## config.mk

```make
export PLATFORM = sky130hd
export DESIGN_NAME = a2d_scan_sched
export DESIGN_NICKNAME = d
export VERILOG_FILES = /design/src/rtl/a2d_pkg.sv /design/src/rtl/a2d_tick_gen.sv /design/src/rtl/a2d_scan_sched.sv
export SDC_FILE = /design/constraint.sdc
export NUM_CORES = 1
export LEC_CHECK = 0
export ABC_AREA = 1
export CAP_MARGIN = 40
export CORE_ASPECT_RATIO = 2
export CORE_MARGIN = 2
export CORE_UTILIZATION = 35
export CTS_CLUSTER_DIAMETER = 60
export DETAILED_ROUTE_END_ITERATION = 10
export SLEW_MARGIN = 20
export SYNTH_ARGS = -nofsm -noshare
export SYNTH_HDL_FRONTEND = slang
export SYNTH_HIERARCHICAL = 1
export SYNTH_SLANG_ARGS = --single-unit
export TNS_END_PERCENT = 20
```

## constraint.sdc

```tcl
create_clock -name clk -period 2.3 [get_ports clk]
set_input_delay 0.575 -clock clk [delete_from_list [all_inputs] [get_ports clk]]
set_output_delay 0.575 -clock clk [all_outputs]
set_load 0.005 [all_outputs]
```

## src/rtl/a2d_pkg.sv

```systemverilog
// Shared types and helpers for the A2D scan scheduler.
// Holds the FSM state encoding, request source and command word builder.
package a2d_pkg;

  typedef enum logic [2:0] {
    IDLE,
    CMD,
    WAIT1,
    GAP,
    READ,
    WAIT2
  } a2d_state_t;

  typedef enum logic {
    SCAN,
    HOST
  } src_t;

  localparam logic [15:0] CMD_BASE = 16'h0000;

  function automatic logic [15:0] mk_cmd(input logic [2:0] chnl);
    return CMD_BASE | {2'b00, chnl, 11'h000};
  endfunction

endpackage

```

## src/rtl/a2d_tick_gen.sv

```systemverilog
// Scan period timer with a pending-tick flag and sticky overrun.
// A tick that lands while one is still pending raises overrun.
module a2d_tick_gen #(
  parameter int PERIOD = 1024
) (
  input  logic clk,
  input  logic rst_n,
  input  logic scan_en,
  input  logic take,
  input  logic clr_ovr,
  output logic tick_pend,
  output logic overrun
);

  localparam int TW = $clog2(PERIOD);

  logic [TW-1:0] timer;
  logic          wrap;
  logic          ovr_evt;

  assign wrap    = scan_en && (timer == TW'(PERIOD - 1));
  assign ovr_evt = wrap && tick_pend && !take;

  // Timer, pending tick and overrun; a new tick refills a slot being taken.
  always_ff @(posedge clk or negedge rst_n) begin
    if (!rst_n) begin
      timer     <= '0;
      tick_pend <= 1'b0;
      overrun   <= 1'b0;
    end else begin
      if (!scan_en || wrap) begin
        timer <= '0;
      end else begin
        timer <= timer + 1'b1;
      end
      if (wrap) begin
        tick_pend <= 1'b1;
      end else if (take) begin
        tick_pend <= 1'b0;
      end
      if (ovr_evt) begin
        overrun <= 1'b1;
      end else if (clr_ovr) begin
        overrun <= 1'b0;
      end
    end
  end

endmodule

```

## src/rtl/a2d_scan_sched.sv

```systemverilog
// Drives the SPI master to convert A2D channels: periodic round-robin
// scan into a result file plus prioritised one-shot host conversions.
module a2d_scan_sched
  import a2d_pkg::*;
#(
  parameter int PERIOD  = 1024,
  parameter int NUM_CH  = 8,
  parameter int GAP_CYC = 8
) (
  input  logic        clk,
  input  logic        rst_n,
  input  logic        scan_en,
  input  logic        host_req,
  input  logic [2:0]  host_chnl,
  output logic        host_ack,
  output logic [11:0] host_data,
  input  logic [2:0]  rd_chnl,
  output logic [11:0] rd_data,
  output logic        sample_vld,
  output logic [2:0]  sample_chnl,
  output logic        overrun,
  input  logic        clr_ovr,
  output logic        busy,
  output logic [15:0] spi_cmd,
  output logic        spi_wrt,
  input  logic        spi_done,
  input  logic [15:0] spi_data
);

  localparam int         GW   = $clog2(GAP_CYC);
  localparam logic [2:0] LAST = 3'(NUM_CH - 1);

  a2d_state_t    state;
  src_t          src;
  logic [2:0]    ch;
  logic [2:0]    rr_ptr;
  logic [GW-1:0] gap_cnt;
  logic [11:0]   rf [8];
  logic          tick_pend;
  logic          take;
  logic          unused_hi;

  assign take      = (state == IDLE) && !host_req && tick_pend;
  assign busy      = (state != IDLE);
  assign rd_data   = rf[rd_chnl];
  assign unused_hi = ^spi_data[15:12];

  a2d_tick_gen #(
    .PERIOD(PERIOD)
  ) u_tick (
    .clk      (clk),
    .rst_n    (rst_n),
    .scan_en  (scan_en),
    .take     (take),
    .clr_ovr  (clr_ovr),
    .tick_pend(tick_pend),
    .overrun  (overrun)
  );

  // Conversion sequencer: command, gap, readback, then store the result.
  always_ff @(posedge clk or negedge rst_n) begin
    if (!rst_n) begin
      state       <= IDLE;
      src         <= SCAN;
      ch          <= '0;
      rr_ptr      <= '0;
      gap_cnt     <= '0;
      spi_cmd     <= '0;
      spi_wrt     <= 1'b0;
      host_ack    <= 1'b0;
      host_data   <= '0;
      sample_vld  <= 1'b0;
      sample_chnl <= '0;
      for (int i = 0; i < 8; i++) begin
        rf[i] <= '0;
      end
    end else begin
      spi_wrt    <= 1'b0;
      host_ack   <= 1'b0;
      sample_vld <= 1'b0;
      unique case (state)
        IDLE: begin
          if (host_req) begin
            ch    <= host_chnl;
            src   <= HOST;
            state <= CMD;
          end else if (tick_pend) begin
            ch    <= rr_ptr;
            src   <= SCAN;
            state <= CMD;
          end
        end
        CMD: begin
          spi_cmd <= mk_cmd(ch);
          spi_wrt <= 1'b1;
          state   <= WAIT1;
        end
        WAIT1: begin
          if (spi_done) begin
            gap_cnt <= GW'(GAP_CYC - 1);
            state   <= GAP;
          end
        end
        GAP: begin
          if (gap_cnt == '0) begin
            state <= READ;
          end else begin
            gap_cnt <= gap_cnt - 1'b1;
          end
        end
        READ: begin
          spi_cmd <= mk_cmd(ch);
          spi_wrt <= 1'b1;
          state   <= WAIT2;
        end
        WAIT2: begin
          if (spi_done) begin
            if (src == HOST) begin
              host_data <= spi_data[11:0];
              host_ack  <= 1'b1;
            end else begin
              rf[ch]      <= spi_data[11:0];
              sample_chnl <= ch;
              sample_vld  <= 1'b1;
              rr_ptr      <= (rr_ptr == LAST) ? 3'd0
                                              : rr_ptr + 3'd1;
            end
            state <= IDLE;
          end
        end
        default: state <= IDLE;
      endcase
    end
  end

endmodule

```

# After elaboration in Yosys (flattened, before gate mapping)
# Index checks and enable logic that the tools add are counted.
# classes
add_sub_neg	3
mul	0
div_mod_pow	0
n_lt_le_gt_ge	3
eq_ne	12
shift	0
muxes	32
bitwise_logic	3
reduce_logical	23
# ops
op	count
$bwmux 96	1
$bmux 12 s3	1
$demux 12 s3	1
$mux 12	3
$mux 3	10
$pmux 3 s6	1
$mux 1	13
$add 10x1->10 const B	1
$eq 10x10->1 const B	1
$mux 10	1
$eq 3x3->1 const B	3
$reduce_and 3->1	3
$ge 4x4->1 const B	2
$ne 2x2->1 const B	4
$not 3->4	2
$reduce_bool 2->1	4
$eq 3x2->1 const B	2
$logic_and 1x1->1	6
$logic_not 3->1	2
$pmux 3 s2	1
$lt 4x1->1 const B	1
$reduce_and 4->1	1
$add 3x1->3 const B	1
$eq 3x1->1 const B	1
8 further kinds	10
# word_totals
regBits	142
latch_bits	0
ram_bits	0
romBits	0
inputBits	28
out_inout_bits	48
wordCells	98
memories	0

# Longest topological paths before layout
# Gate-level depths: netlist of the first run.
# logic_depth
ltp_word	6
ltp_mapped	8
ltp_nobuf	8

# Cells and area by module
# The synthesis of the first run kept the hierarchy.
# by_module_without_submodules
mod	instances	cells_each	area_per_inst_um2	seq_area_each_um2
a2d_scan_sched	1	842	6347.3	3253.1
a2d_tick_gen	1	73	603.1	300.3

# Worst setup path before layout of the first run
# No wires, ideal clock.
# synth_path
path_kind	in2out
startpoint	input port rd_chnl[1]
endpoint	output port rd_data[0]
arrival_time_ns	1.480
required_ns	1.725
slack_ns	0.245
path_stages	6
path_buffers	2
path_cell_list	clkbuf_1 > buf_1 > o21ai_0 > o21ai_0 > nand2_1 > nand2_1
# synth_via
elab_chain_len	4
# synth_lines
element	line	text
from (decl)	a2d_scan_sched.sv:17	input logic [2:0] rd_chnl,
$not 3->4 (not written as such)	a2d_scan_sched.sv:45	assign rd_data = rf[rd_chnl];
$bmux 12 s3	a2d_scan_sched.sv:45	
$mux 12 (not written as such) (2 in a row)	a2d_scan_sched.sv:45	
to (decl)	a2d_scan_sched.sv:18	output logic [11:0] rd_data,
# Every way passes these cells. The select of a mux whose other input is x is not followed.

# Final worst setup path of the first run
# layout_path
startpoint	input port rd_chnl[1]
endpoint	output port rd_data[6]
# The elaborated chain is that of the path after synthesis.

==> impl_metrics.csv, run 1 <==
group,metric,value,unit
detailed_routing,drcViolationCount,0,
critical_path,crit_type,"primary input to output pin",
placed_design,place_ws,-0.6645,ns
die,pin_count,76,
logic_synthesis,synthFlopType,"dfrtp_1",
clock_network,cts_hold_buf,0,
clock_network,clock_sinks,142,
critical_path,crit_arrival,1.87,ns
status,violations,"setup timing",
die,fp.coreArea,0.01964,mm^2
die,initial_utilization,35.39,%
clock_network,clkSlewWorstSetupHoldPaths,0.06,ns
global_route,grt_pass1_vias,5976,
logic_synthesis,synthTopCellsByArea,"dfrtp_1, nand2_1, nand3_1",
global_route,antenna_found_initial,0,
detailed_routing,antenna_left,0,
logic_synthesis,synth_top_area_share,51.13,%
detailed_routing,dr.pass1.iters,5,
critical_path,critPathLaunch,"rd_chnl[1]",
timing,period_needed,2.447,ns
logic_synthesis,synth_top_cell_by_area,"dfrtp_1",
detailed_routing,routed_wl,19.54,mm
detailed_routing,drt-wirelength-per-cell,15.60,um
clock_network,cts_buffer_depth,2,
die,fp.dieH,203.3,um
global_route,grt_pass1_wl,31.81,mm
detailed_routing,vias,6079,
finish,drive_gt1_share,10.10,%
global_route,grt_max_degree,53,
detailed_routing,drt_iter0_drc,348,
logic_synthesis,synth_common_cells,"nand2_1, dfrtp_1, nor2_1",
clock_network,htreeDepth,4,
finish,areaGrowthSynthToFinish,24.48,%
logic_synthesis,ys_seq_area_share,51.13,%
clock_network,numCtsBuffers,17,
timing,tightest_slew,0.5964,ns
timing,hold_viol_final,0,
job,cap_violations,0,
clock_network,cts_tree,"done",
placed_design,portBuffers,58,
timing,fin_skew,0.01121,ns
hold_path,hp-class,"primary input to async pin",
critical_path,cp.required,1.73,ns
logic_synthesis,synthArstFlopShare,100.0,%
die,die_area,0.02107,mm^2
timing,maxSlewHeadroom,60.11,%
critical_path,crit_fanout,8,
pwr,max-vdd-ir-drop,639.3,uV
placed_design,gp_congestion,0.8226,
logic_synthesis,synth_most_common_cell,"nand2_1",
timing,rsz0062_at_grt,"true",
critical_path,critPathLaunchType,"primary input",
finish,final_nets,1011,
timing,max_freq,0.4087,GHz
logic_synthesis,synth_seq_cells,142,
status,status,"finished with violations",
pwr,p_leak,4.491,nW
logic_synthesis,syn-cell-area,0.006950,mm^2
logic_synthesis,synth_edf_count,0,
pwr,powerDensity,1011,mW/mm^2
logic_synthesis,synth_cell_types,29,
die,placementRows,73,
finish,num_antenna_cells,0,
timing,timing.final.crit_share,106.4,%
logic_synthesis,synth_area_per_cell,7.596,um^2
logic_synthesis,ys_warn_count,6,
placed_design,dp_hpwl,12.97,mm
critical_path,end_kind,"output pin",
timing,report.final.slew_viol_count,0,
finish,final_core_util,44.06,%
detailed_routing,vias_per_cell,4.855,
die,die_w,103.6,um
clock_network,clkLatencyLatePin,0.43,ns
logic_synthesis,synthCells,915,
clock_network,cts-root-buf,"clkbuf_16",
critical_path,r2r-start,"state[1]",
timing,finalWorstSetupSlack,-0.1470,ns
timing,setup_viol,1,
global_route,grt.overflow.total,0,
global_route,track_usage,19.26,%
==> worst max-delay path, cell delays in order <==
cell	delay, ns
buf_4	0.14
buf_6	0.14
buf_12	0.14
nor2_1	0.09
o21ai_0	0.08
nand2_1	0.09
nand2_1	0.06
nand2_1	0.06
clkdlybuf4s50_1	0.49
==> logic make-up (layout without fill, tap and decap cells) <==
group	count (synthesis)	in the layout	synth area share [%]
xor+xnor	3	3	0.3781
fa+ha+maj	5	5	0.9001
flops	142	142	51.13
other cells	1	13	0.05395
compound gates	99	99	7.399
buf+inv	118	181	7.921
simple gates	547	547	32.22
==> sequential cells by signal (all words and copies together), names as in the netlist, 3 cells and up <==
| signal | flops |
|---|---|
| ch | 3 |
| u_tick/timer | 10 |
| rr_ptr | 3 |
| sample_chnl | 3 |
| gap_cnt | 3 |
| state | 3 |
| host_data | 12 |
| spi_cmd | 3 |
| rf | 96 |
==> final timing paths <==
check | endpoint | slack (ns) | cells after the start
max | rd_data[6] | -0.15 | 9
min | rf[44] | 0.12 | 1
max reg2reg | rf[79] | 0.62 | 7
min reg2reg | rf[82] | 0.47 | 2
max in group asynchronous | state[2] | 1.57 | 2
min in group clk | rf[82] | 0.47 | 2
==> cell type report <==
cell class                 count  area, um^2
tap                          262       327.8
timing repair buffer         107        1120
sequential                   142        3556
clock inverter                11       133.9
clock buffer                  20       446.7
inverter                      43       163.9
multi-input combinational    667        2904
fill                        1991       10990
==> stage by stage <==
step           hold WS [ns]  power (mW)  setup TNS [ns]  area, um^2  instances
6_report             0.1164       8.751         -0.1470        8652       1252
5_1_grt              0.1465       9.315         -0.2862        8652       1252
4_1_cts              0.1214       8.794         -0.6481        8573       1249
3_5_place_dp         0.4533       6.025          -7.698        7946       1216
3_3_place_gp         0.4476       5.970          -7.533        7946       1216
2_1_floorplan        0.2794       4.910               0        6995        927
==> report_power, final <==
part / switching (mW) / leakage [nW] / internal (mW)
Sequential: 0.475 / 1.89 / 3.21
Clock: 1.10 / 0.282 / 1.64
Combinational: 1.33 / 2.32 / 1.01
Total: 2.90 / 4.49 / 5.85
==> layer usage <==
layer / vias to the layer above / share of wire (%) / global-route usage (%)
li1: 2983 / - / -
met1: 2884 / 42 / 24.07
met2: 181 / 50 / 33.07
met3: 31 / 5.5 / 3.579
met4: 0 / 2.7 / 7.384
met5: - / 0 / 0
==> repair_timing <==
item	4_1_cts	5_1_grt
buffers inserted	0	2
endpoints found under the setup margin	12	11
hold endpoints to repair	0	0
gates cloned	2	1
pin swaps	1	4
resized for setup	27	18
==> cell usage in the layout (no fill, tap or decap), types with 3 or more instances in the layout <==
cell	synthesis	layout
ha_1	5	5
inv_6	0	4
clkbuf_16	0	18
buf_4	25	37
dlygate4sd2_1	0	7
nor2_1	117	115
a21oi_1	7	7
inv_1	41	40
clkinv_4	0	3
nand2_1	313	313
nand2_2	3	3
dfrtp_1	142	140
o21ai_1	13	16
dlymetal6s2s_1	0	3
clkdlybuf4s50_1	0	43
buf_12	0	8
nor2_2	1	3
o21ai_0	75	70
conb_1	1	13
nand3_1	105	105
No activity file was read; power rests on OpenSTA's default activity.
==> run 2, diff against run 1 <==
--- a/config.mk
+++ b/config.mk
@@ -5,7 +5,6 @@
 export SDC_FILE = /design/constraint.sdc
 export NUM_CORES = 1
 export LEC_CHECK = 0
-export ABC_AREA = 1
 export CAP_MARGIN = 40
 export CORE_ASPECT_RATIO = 2
 export CORE_MARGIN = 2
==> run 2 against run 1 <==
Net effect: highest routed layer unchanged; final cell count fell by 39%; the run still ends with setup timing left; worst setup slack improved by 0.027 ns; critical path depth fell by 3; register-to-register slack got worse by 0.12 ns; combinational power fell by 46%; sequential share of layout area rose by 0.63 points; sequential power fell by 19%; maximum frequency rose by 1.1%.
==> impl_metrics.csv, run 2 <==
group,metric,value,unit
critical_path,crit_path_frequent_cell,"buf_6",
timing,report.final.slew_viol_count,0,
critical_path,critPathLaunchType,"primary input",
status,status,"finished with violations",
critical_path,reg2reg_depth,6,
placed_design,portBuffers,58,
status,violations,"setup timing",
finish,fin_cells,761,
placed_design,placed_cells,709,
hold_path,hp-class,"primary input to async pin",
logic_synthesis,ys_warn_count,6,
timing,setup_viol,9,
pwr,p_int,5.123,mW
timing,timing.final.crit_share,105.2,%
die,die_area,0.02010,mm^2
finish,final_core_util,45.65,%
logic_synthesis,synth_area_per_cell,15.29,um^2
logic_synthesis,synth_most_common_cell,"dfrtp_1",
timing,hold_viol_final,0,
pwr,p_seq_share,43.4,%
logic_synthesis,synth_top_cell_by_area,"dfrtp_1",
finish,areaGrowthSynthToFinish,28.63,%
logic_synthesis,synthCells,433,
die,placementRows,71,
pwr,p_clk_share,38.7,%
finish,fill_cells,1674,
logic_synthesis,ys_seq_area_share,53.68,%
pwr,switching_share,26.06,%
logic_synthesis,syn-cell-area,0.006620,mm^2
finish,multi_input_area,0.002859,mm^2
pwr,combPwrFrac,18.0,%
finish,final_cell_mix,"dfrtp_1, mux2_2, clkdlybuf4s50_1",
placed_design,dp_hpwl,9.501,mm
clock_network,numCtsBuffers,17,
die,die_w,101.3,um
pwr,max-vdd-ir-drop,499.9,uV
logic_synthesis,synth_edf_count,0,
global_route,grt_pass1_wl,23.78,mm
critical_path,cp_cell_sequence,"buf_12, buf_16, buf_6, mux4_2, mux2_4, buf_6",
detailed_routing,drt-wirelength-per-cell,19.42,um
logic_synthesis,synth_top_area_share,53.68,%
logic_synthesis,synth_seq_cells,142,
finish,largest_register,"rf",
job,cap_violations,0,
detailed_routing,dr.pass1.iters,4,
pwr,total_power,6.929,mW
detailed_routing,routed_wl,14.78,mm
clock_network,cts_buffer_depth,2,
die,fp.coreArea,0.01866,mm^2
logic_synthesis,synthTopCellsByArea,"dfrtp_1, mux2_2, mux4_2",
detailed_routing,antenna_left,0,
timing,maxSlewHeadroom,63.62,%
finish,drive_gt1_share,47.23,%
critical_path,crit_type,"primary input to output pin",
clock_network,cts_tree,"done",
placed_design,gp_congestion,0.7405,
timing,max_freq,0.4132,GHz
clock_network,clkLatencyLatePin,0.42,ns
critical_path,critPathSlowestCell,"mux4_2",
global_route,track_usage,15.76,%
timing,rsz0062_at_grt,"true",
pwr,power_switching,1.806,mW
critical_path,crit_arrival,1.85,ns
clock_network,htreeDepth,4,
logic_synthesis,synth_common_cells,"dfrtp_1, mux2_2, mux4_2",
timing,tightest_slew,0.5457,ns
finish,register_area,0.003553,mm^2
die,pin_count,76,
timing,finalSetupTns,-0.9184,ns
detailed_routing,drt_iter0_drc,130,
detailed_routing,vias,3938,
detailed_routing,drcViolationCount,0,
critical_path,end_kind,"output pin",
clock_network,clkSlewWorstSetupHoldPaths,0.06,ns
clock_network,cts-root-buf,"clkbuf_16",
pwr,powerDensity,813.7,mW/mm^2
finish,reg.largest.list,"rf: 96 flops, host_data: 12 flops, u_tick/timer: 10 flops",
global_route,grt_max_degree,44,
global_route,grt.overflow.total,0,
logic_synthesis,synthArstFlopShare,100.0,%
finish,final_nets,562,
timing,period_needed,2.420,ns
finish,num_antenna_cells,0,
critical_path,slowest_delay,0.50,ns
critical_path,crit_fanout,5,
logic_synthesis,synth_cell_types,47,
finish,design_area,0.008516,mm^2
timing,fin_skew,0.01032,ns
global_route,antenna_found_initial,0,
timing,finalWorstSetupSlack,-0.1201,ns
detailed_routing,vias_per_cell,5.175,
global_route,grt_pass1_vias,4326,
critical_path,cp.required,1.73,ns
logic_synthesis,synthFlopType,"dfrtp_1",
die,fp.dieH,198.5,um
clock_network,clock_sinks,142,
placed_design,placed_cell_area,0.007611,mm^2
die,initial_utilization,35.49,%
finish,final_common_cell,"dfrtp_1",
finish,largest_reg_flops,96,
pwr,p_leak,4.109,nW
## run 2: cell types whose count changed after synthesis, sizes merged, moves of 24 or more
cell    change
mux4       +24
inv        -33
mux2      +131
o21ai      -84
nand2     -310
nor2      -110
clkbuf     -35
nand3      -99
## run 2: logic make-up (layout without fill, tap and decap cells)
kind of cell             after synthesis  in the layout  share of synthesized area, %
AND/OR/NAND/NOR                       49             49                         5.689
buffers and inverters                 46            143                         4.574
flip-flops                           142            142                         53.68
XOR/XNOR                               4              4                        0.5293
adder cells (fa/ha/maj)                5              5                        0.9450
other                                  1             13                       0.05665
multiplexers                         155            155                         31.01
AO/OA/AOI/OAI                         31             31                         3.516
## run 2: worst paths after layout
kind / from / end / slack [ns]
min reg2reg: u_tick/timer[0] / u_tick/timer[0] / 0.50
min: rst_n / rr_ptr[0] / 0.07
max in group asynchronous: rst_n / rf[75] / 1.62
min in group clk: u_tick/timer[0] / u_tick/timer[0] / 0.50
max: rd_chnl[0] / rd_data[2] / -0.12
max reg2reg: state[1] / sample_chnl[2] / 0.50
## run 2: worst max-delay path: cells and delay by family
family	cells	cell delay, ns
buffers and inverters	4	0.48
muxes	2	0.78
## run 2: power by group through the flow
stage / Sequential [mW] / Combinational, mW / Clock [mW]
2_1_floorplan: 2.94 / 0.785 / 0
3_3_place_gp: 3.03 / 1.14 / 0
3_5_place_dp: 3.05 / 1.19 / 0
4_1_cts: 3.01 / 1.26 / 2.74
5_1_grt: 3.04 / 1.36 / 2.86
6_report: 3.00 / 1.25 / 2.68
## run 2: timing repair
| action | 4_1_cts | 5_1_grt |
|---|---|---|
| cloned | 4 | 0 |
| setup endpoints to repair | 13 | 12 |
| hold endpoints to repair | 0 | 0 |
| gates resized for setup | 81 | 12 |
| pin swaps | 0 | 0 |
| buffers inserted | 16 | 0 |
| hold buffers | 0 | 0 |
## run 2: area by class of cell
cell class | count | area share (%)
Sequential cell | 142 | 41.73
Multi-Input combinational cell | 257 | 33.57
Timing Repair Buffer | 101 | 14.30
Clock buffer | 19 | 5.084
Tap cell | 219 | 3.218
Clock inverter | 13 | 1.660
Inverter | 10 | 0.4408
## run 2: layer usage
layer / vias to the layer above / wire length, um / track usage, %
met4: 0 / 273 / 5.255
met1: 2080 / 5657 / 17.25
met5: - / 0 / 0
li1: 1769 / - / -
met3: 16 / 356 / 3.303
met2: 73 / 8493 / 29.46
## run 2: per-stage QoR
stage / setup WS, ns / hold WS, ns
global placement: -0.6640 / 0.4739
finish: -0.1201 / 0.06515
detailed placement: -0.6609 / 0.4869
floorplan: 0.009180 / 0.2794
global route: -0.1405 / 0.07839
CTS: -0.1238 / 0.06315
